<file path="src/rtl/gas_pkg.sv">
// rtl/gas_pkg.sv - shared constants, state codes and level classification for the gas alarm controller
package gas_pkg;

    localparam int LEVEL_W = 3;

    typedef enum logic [1:0] {
        SAFE  = 2'd0,
        WARN  = 2'd1,
        ALARM = 2'd2,
        LATCH = 2'd3
    } state_e;

    typedef enum logic [1:0] {
        CLS_NONE  = 2'd0,
        CLS_WARN  = 2'd1,
        CLS_ALARM = 2'd2
    } class_e;

    function automatic class_e classify(input logic [LEVEL_W-1:0] lvl,
                                        input int warn_th,
                                        input int alarm_th);
        if (int'(lvl) >= alarm_th)     return CLS_ALARM;
        else if (int'(lvl) >= warn_th) return CLS_WARN;
        else                           return CLS_NONE;
    endfunction

endpackage

</file>
<file path="src/rtl/gas_persist_counter.sv">
// rtl/gas_persist_counter.sv - saturating consecutive-cycle counter; hit marks the LIMIT-th qualifying cycle
module gas_persist_counter #(
    parameter int LIMIT = 4
) (
    input  logic clk,
    input  logic arst,
    input  logic qualify,
    input  logic clr,
    output logic hit
);

    localparam int CW = $clog2(LIMIT + 1);
    localparam logic [CW-1:0] LIM = CW'(LIMIT);

    logic [CW-1:0] cnt_q, cnt_d;

    always_comb begin
        cnt_d = cnt_q;
        if (clr || !qualify) begin
            cnt_d = '0;
        end else if (cnt_q != LIM) begin
            cnt_d = cnt_q + 1'b1;
        end
    end

    // Combinational so the owner can transition on the edge that closes the qualifying cycle.
    assign hit = qualify && (cnt_q >= (LIM - 1'b1));

    always_ff @(posedge clk) begin
        if (arst) cnt_q <= '0;
        else      cnt_q <= cnt_d;
    end

endmodule

</file>
<file path="src/rtl/gas_alarm_controller.sv">
// rtl/gas_alarm_controller.sv - gas alarm FSM with persistence filtering, buzzer and peak hold
module gas_alarm_controller
    import gas_pkg::*;
#(
    parameter int WARN_TH   = 3,
    parameter int ALARM_TH  = 6,
    parameter int CONFIRM   = 4,
    parameter int CLEAR     = 8,
    parameter int BEEP_LOG2 = 3
) (
    input  logic               clk,
    input  logic               arst,
    input  logic [LEVEL_W-1:0] level,
    input  logic               ack,
    output logic [1:0]         state,
    output logic               alarm,
    output logic               fan_on,
    output logic               buzzer,
    output logic [LEVEL_W-1:0] peak
);

    state_e               state_q, state_d;
    class_e               cls;
    logic                 up_qual, dn_qual, up_hit, dn_hit, state_chg;
    logic [BEEP_LOG2:0]   beep_q, beep_d;
    logic [LEVEL_W-1:0]   peak_q, peak_d;
    logic                 alarm_q, fan_q;

    assign cls       = classify(level, WARN_TH, ALARM_TH);
    assign state_chg = (state_d != state_q);

    gas_persist_counter #(.LIMIT(CONFIRM)) u_up_cnt (
        .clk(clk), .arst(arst), .qualify(up_qual), .clr(state_chg), .hit(up_hit)
    );

    gas_persist_counter #(.LIMIT(CLEAR)) u_dn_cnt (
        .clk(clk), .arst(arst), .qualify(dn_qual), .clr(state_chg), .hit(dn_hit)
    );

    always_comb begin
        up_qual = 1'b0;
        dn_qual = 1'b0;
        state_d = state_q;
        case (state_q)
            SAFE: begin
                up_qual = (cls != CLS_NONE);
                if (up_hit) state_d = (cls == CLS_ALARM) ? ALARM : WARN;
            end
            WARN: begin
                up_qual = (cls == CLS_ALARM);
                dn_qual = (cls == CLS_NONE);
                if (up_hit)      state_d = ALARM;
                else if (dn_hit) state_d = SAFE;
            end
            ALARM: begin
                dn_qual = (cls == CLS_NONE);
                if (dn_hit) state_d = LATCH;
            end
            LATCH: begin
                // A re-trip outranks an acknowledge arriving in the same cycle.
                up_qual = (cls != CLS_NONE);
                if (up_hit)   state_d = ALARM;
                else if (ack) state_d = SAFE;
            end
            default: state_d = SAFE;
        endcase

        beep_d = '0;
        if (state_d == ALARM && state_q == ALARM) beep_d = beep_q + 1'b1;

        if (state_q == LATCH && state_d == SAFE) peak_d = '0;
        else                                     peak_d = (level > peak_q) ? level : peak_q;
    end

    always_ff @(posedge clk) begin
        if (arst) begin
            state_q <= SAFE;
            beep_q  <= '0;
            peak_q  <= '0;
            alarm_q <= 1'b0;
            fan_q   <= 1'b0;
        end else begin
            state_q <= state_d;
            beep_q  <= beep_d;
            peak_q  <= peak_d;
            alarm_q <= (state_d == ALARM) || (state_d == LATCH);
            fan_q   <= (state_d != SAFE);
        end
    end

    // beep_q is held at zero outside ALARM, so its MSB alone gates the buzzer.
    assign state  = state_q;
    assign alarm  = alarm_q;
    assign fan_on = fan_q;
    assign buzzer = beep_q[BEEP_LOG2];
    assign peak   = peak_q;

endmodule
</file>
<file path="config.mk">
export PLATFORM = sky130hd
export DESIGN_NAME = gas_alarm_controller
export DESIGN_NICKNAME = d
export VERILOG_FILES = /design/src/rtl/gas_pkg.sv /design/src/rtl/gas_persist_counter.sv /design/src/rtl/gas_alarm_controller.sv
export SDC_FILE = /design/constraint.sdc
export NUM_CORES = 1
export LEC_CHECK = 0
export ABC_CLOCK_PERIOD_IN_PS = 4800
export CORE_MARGIN = 10
export CORE_UTILIZATION = 58
export DETAILED_ROUTE_END_ITERATION = 12
export PLACE_DENSITY_LB_ADDON = 0.12
export SYNTH_ARGS = -nofsm -noshare
export SYNTH_HDL_FRONTEND = slang
export SYNTH_SLANG_ARGS = --single-unit
</file>
<file path="constraint.sdc">
create_clock -name clk -period 4.8 [get_ports clk]
set_input_delay 0.72 -clock clk [delete_from_list [all_inputs] [get_ports clk]]
set_output_delay 0.72 -clock clk [all_outputs]
set_load 0.01 [all_outputs]
</file>
==> summary.txt <==
================================================================================
Worst-Skew Late Latency                                                   300 ps
Bufs on Longest Clock Path                                                     2
Fraction of power consumed by the clock network                            27.8%
Adder and majority cell fraction of the synthesized area                   13.9%
Core outline area                                                    0.00194 mm²
Starting Density                                                           60.1%
Kind of cell adding the most delay to the critical path             compound AO/OA/AOI/OAI gates
Synthesized netlist net count                                                145
Internal Power                                                            239 µW
Shortest period the worst path allows                                    2520 ps
Overall via count from detail_route                                          944
Layout filler cell count                                                     169
Category of the worst setup path launch point                          flip-flop
# rows                                                                        16
Dominant register cell in the synthesized netlist                        dfxtp_1
Sw power                                                                 92.6 µW
Arr. time, crit path                                                     2720 ps
Leakage                                                              0.000534 µW
Crit path buffers/inverters                                                    1
Net switching share of the total power                                     27.9%
Setup Slack @ Placement                                                  2000 ps
Crit-path max FO                                                              10
Ant. Diodes                                                                    0
Synth Warn #                                                                   0
ANT nets after route                                                           0
Max frequency                                                          0.396 GHz
Setup repair after global routing missed its margin                           no
Commonest cells post-synth                                          dfxtp_1 (18), ha_1 (13), a21oi_1 (12), inv_1 (12), nand2_1 (9)
Final global-route overflow total                                              0
Flops & latches, synth                                                        18
Post-CTS Hold Buffers                                                          0
Path category of the worst min-delay check                               reg2reg
Worst supply voltage drop on vdd                                        0.258 mV
GRT Util Overall                                                           12.4%
Number of enable flip-flop cells after synthesis                               0
Violation count after the first detailed-routing iteration                    41
Number of post-CTS setup repair buffers                                        0
Cell count after synthesis                                                   126
Outcome                                                                completed
Port buffer count                                                             13
Total CTS buffers                                                              3
Count of cell types in the netlist                                            38
Area fraction in compound gates after synthesis                            22.8%
Synthesized-area fraction occupied by xor and xnor cells                   4.50%
Synthesis-to-finish area growth                                            16.8%
Fraction of synthesized area in multiplexers                               3.43%
Final critical-path share of the clock period                              52.6%
Synthesized area                                                     0.00117 mm²
Largest net degree at the start of global routing                             17
Cell types occupying the most area after synthesis                  dfxtp_1 (31%), ha_1 (14%), a21oi_1 (5.1%)
Clock transition at path regs                                             100 ps
Resized Gates After CTS                                                        0
Global-route wire length before repair                                   4.32 mm
Combinational cell fraction of total power                                 23.1%
Number of antenna violations at the first check in global routing              0
Estimated wirelength of the detail-placed design                         1.94 mm
Sequential fraction of design power                                        49.1%
Endpoints failing hold                                                         0
Number of max-slew violations in the final report                              0
Rel. slew slack                                                            61.1%
Number of top-level design ports                                              14
Routed length per instance                                               14.6 µm
Cell with the most instances after synthesis                             dfxtp_1
Number of global-route vias before repair                                    926
Crit path required time                                                  5000 ps
Post-Synth Simple-Gate Area                                                20.3%
Final weighted congestion in routability-driven placement                  0.826
TritonCTS clock tree                                                        done
Mean number of vias per cell                                                5.59
Sum of routed wire length over all layers                                2.46 mm
Type of the worst setup path                                             reg2reg
Total power density per cell area                                     243 mW/mm²
Final hold slack                                                          574 ps
Number of nets in the layout                                                 162
Number of setup violations in the final report                                 0
Iteration count of the initial detailed-routing pass                           4
Yosys top cell area share                                                  30.9%
Fraction of registers with async set/reset                                    0%
Share of the yosys chip area belonging to registers                        30.9%
Delay contributed by the slowest stage of the critical path               520 ps
Width of the die                                                         64.9 µm
Cell at the slowest stage of the critical path                           dfxtp_1
DRC violations left                                                            0
Final setup skew                                                         2.17 ps
Floorplan die height                                                     64.9 µm
Largest area contributor in the synthesized netlist                      dfxtp_1
Average cell area after synthesis                                       9.26 µm²
Transition at the pin with the smallest max-transition slack              580 ps
Setup TNS                                                                   0 ps
Clock tree root driver cell                                             clkbuf_4
Number of sinks on the clock net                                              18
Number of levels the H-tree was split into                                     1
Series of cell instances along the critical path                    inv_1 > ha_1 > or2b_1 > a211oi_4 > nand2_2 > a31oi_4 > and4b_1
Share of cells above drive strength 1                                      12.0%
Maximum Capacitance Violations                                                 0
Endpoint kind of the worst setup timing path                           flip-flop
Total die area                                                       0.00421 mm²
Minimum setup slack in the final design                                  2280 ps
Largest family of logic cells by synthesized area                   compound AO/OA/AOI/OAI gates
================================================================================
==> per-stage QoR <==
stage | area, µm² | power [µW] | util (%) | cells
finish | 1360 | 332 | 70.2 | 169
detailed placement | 1330 | 243 | 68.4 | 165
global route | 1360 | 349 | 70.2 | 169
CTS | 1360 | 334 | 70.2 | 169
floorplan | 1170 | 216 | - | 126
global placement | 1330 | 239 | 68.4 | 165
==> final cells by class <==
cell class | instances | area, µm² | area share (%)
flip-flops and latches | 18 | 360 | 26.4
repair buffers | 13 | 130 | 9.54
clock buffers | 4 | 36.3 | 2.66
multi-input cells | 95 | 758 | 55.6
inverters | 12 | 45.0 | 3.30
well taps | 27 | 33.8 | 2.48
==> per-layer routing <==
metal	track usage (%)	vias to the layer above	wire, µm
li1	-	482	-
met1	15.2	451	1120
met2	20.8	9	1250
met3	3.95	2	82
met4	2.41	0	8
met5	0	-	0
==> worst paths after layout <==
| path | startpoint | endpoint | slack (ps) | depth (start not counted) |
|---|---|---|---|---|
| hold / removal | beep_q[3]$_SDFF_PP0_ | beep_q[3]$_SDFF_PP0_ | 570 | 3 |
| setup reg to reg | state[1]$_SDFF_PP0_ | beep_q[0]$_SDFF_PP0_ | 2280 | 7 |
| setup / recovery | state[1]$_SDFF_PP0_ | beep_q[0]$_SDFF_PP0_ | 2280 | 7 |
| hold reg to reg | beep_q[3]$_SDFF_PP0_ | beep_q[3]$_SDFF_PP0_ | 570 | 3 |
==> registers in the layout, summed over array words and instances, names as in the netlist <==
signal          count
alarm               1
beep_q              4
fan_on              1
peak                3
state               2
u_dn_cnt.cnt_q      4
u_up_cnt.cnt_q      3
==> worst reg2reg max path, cell delays in order (launching register included) <==
cell      delay, ps
dfxtp_1         520
inv_1           140
ha_1            370
or2b_1          300
a211oi_4        380
nand2_2         120
a31oi_4         350
and4b_1         240
==> power groups by stage <==
stage	clock network [µW]	logic, µW	registers (µW)
2_1_floorplan	0	49.0	167
3_3_place_gp	0	73.7	166
3_5_place_dp	0	76.6	166
4_1_cts	93.8	77.1	163
5_1_grt	99.9	85.0	164
6_report	92.2	76.5	163
==> placed cells by master (no fill, tap or decap), types with 3 or more instances in the layout <==
master           synthesis  layout
dfxtp_1                 18      18
ha_1                    13      13
clkdlybuf4s50_1          0      13
inv_1                   12      12
a21oi_1                 12      12
nand2_1                  9       9
nor2_1                   7       7
nor3_1                   4       4
nand3_1                  4       4
mux2i_1                  4       4
nor4_1                   4       4
a21o_1                   3       3
xnor2_1                  3       3
a311oi_1                 3       3
xor2_1                   3       3
clkbuf_4                 0       3
==> cells by family after synthesis <==
| logic type | after synthesis |
|---|---|
| AND/OR/NAND/NOR | 41 |
| AO/OA/AOI/OAI | 31 |
| flip-flops | 18 |
| buffers and inverters | 13 |
| adder cells (fa/ha/maj) | 13 |
| XOR/XNOR | 6 |
| multiplexers | 4 |
(Power assumes the default switching activity.)
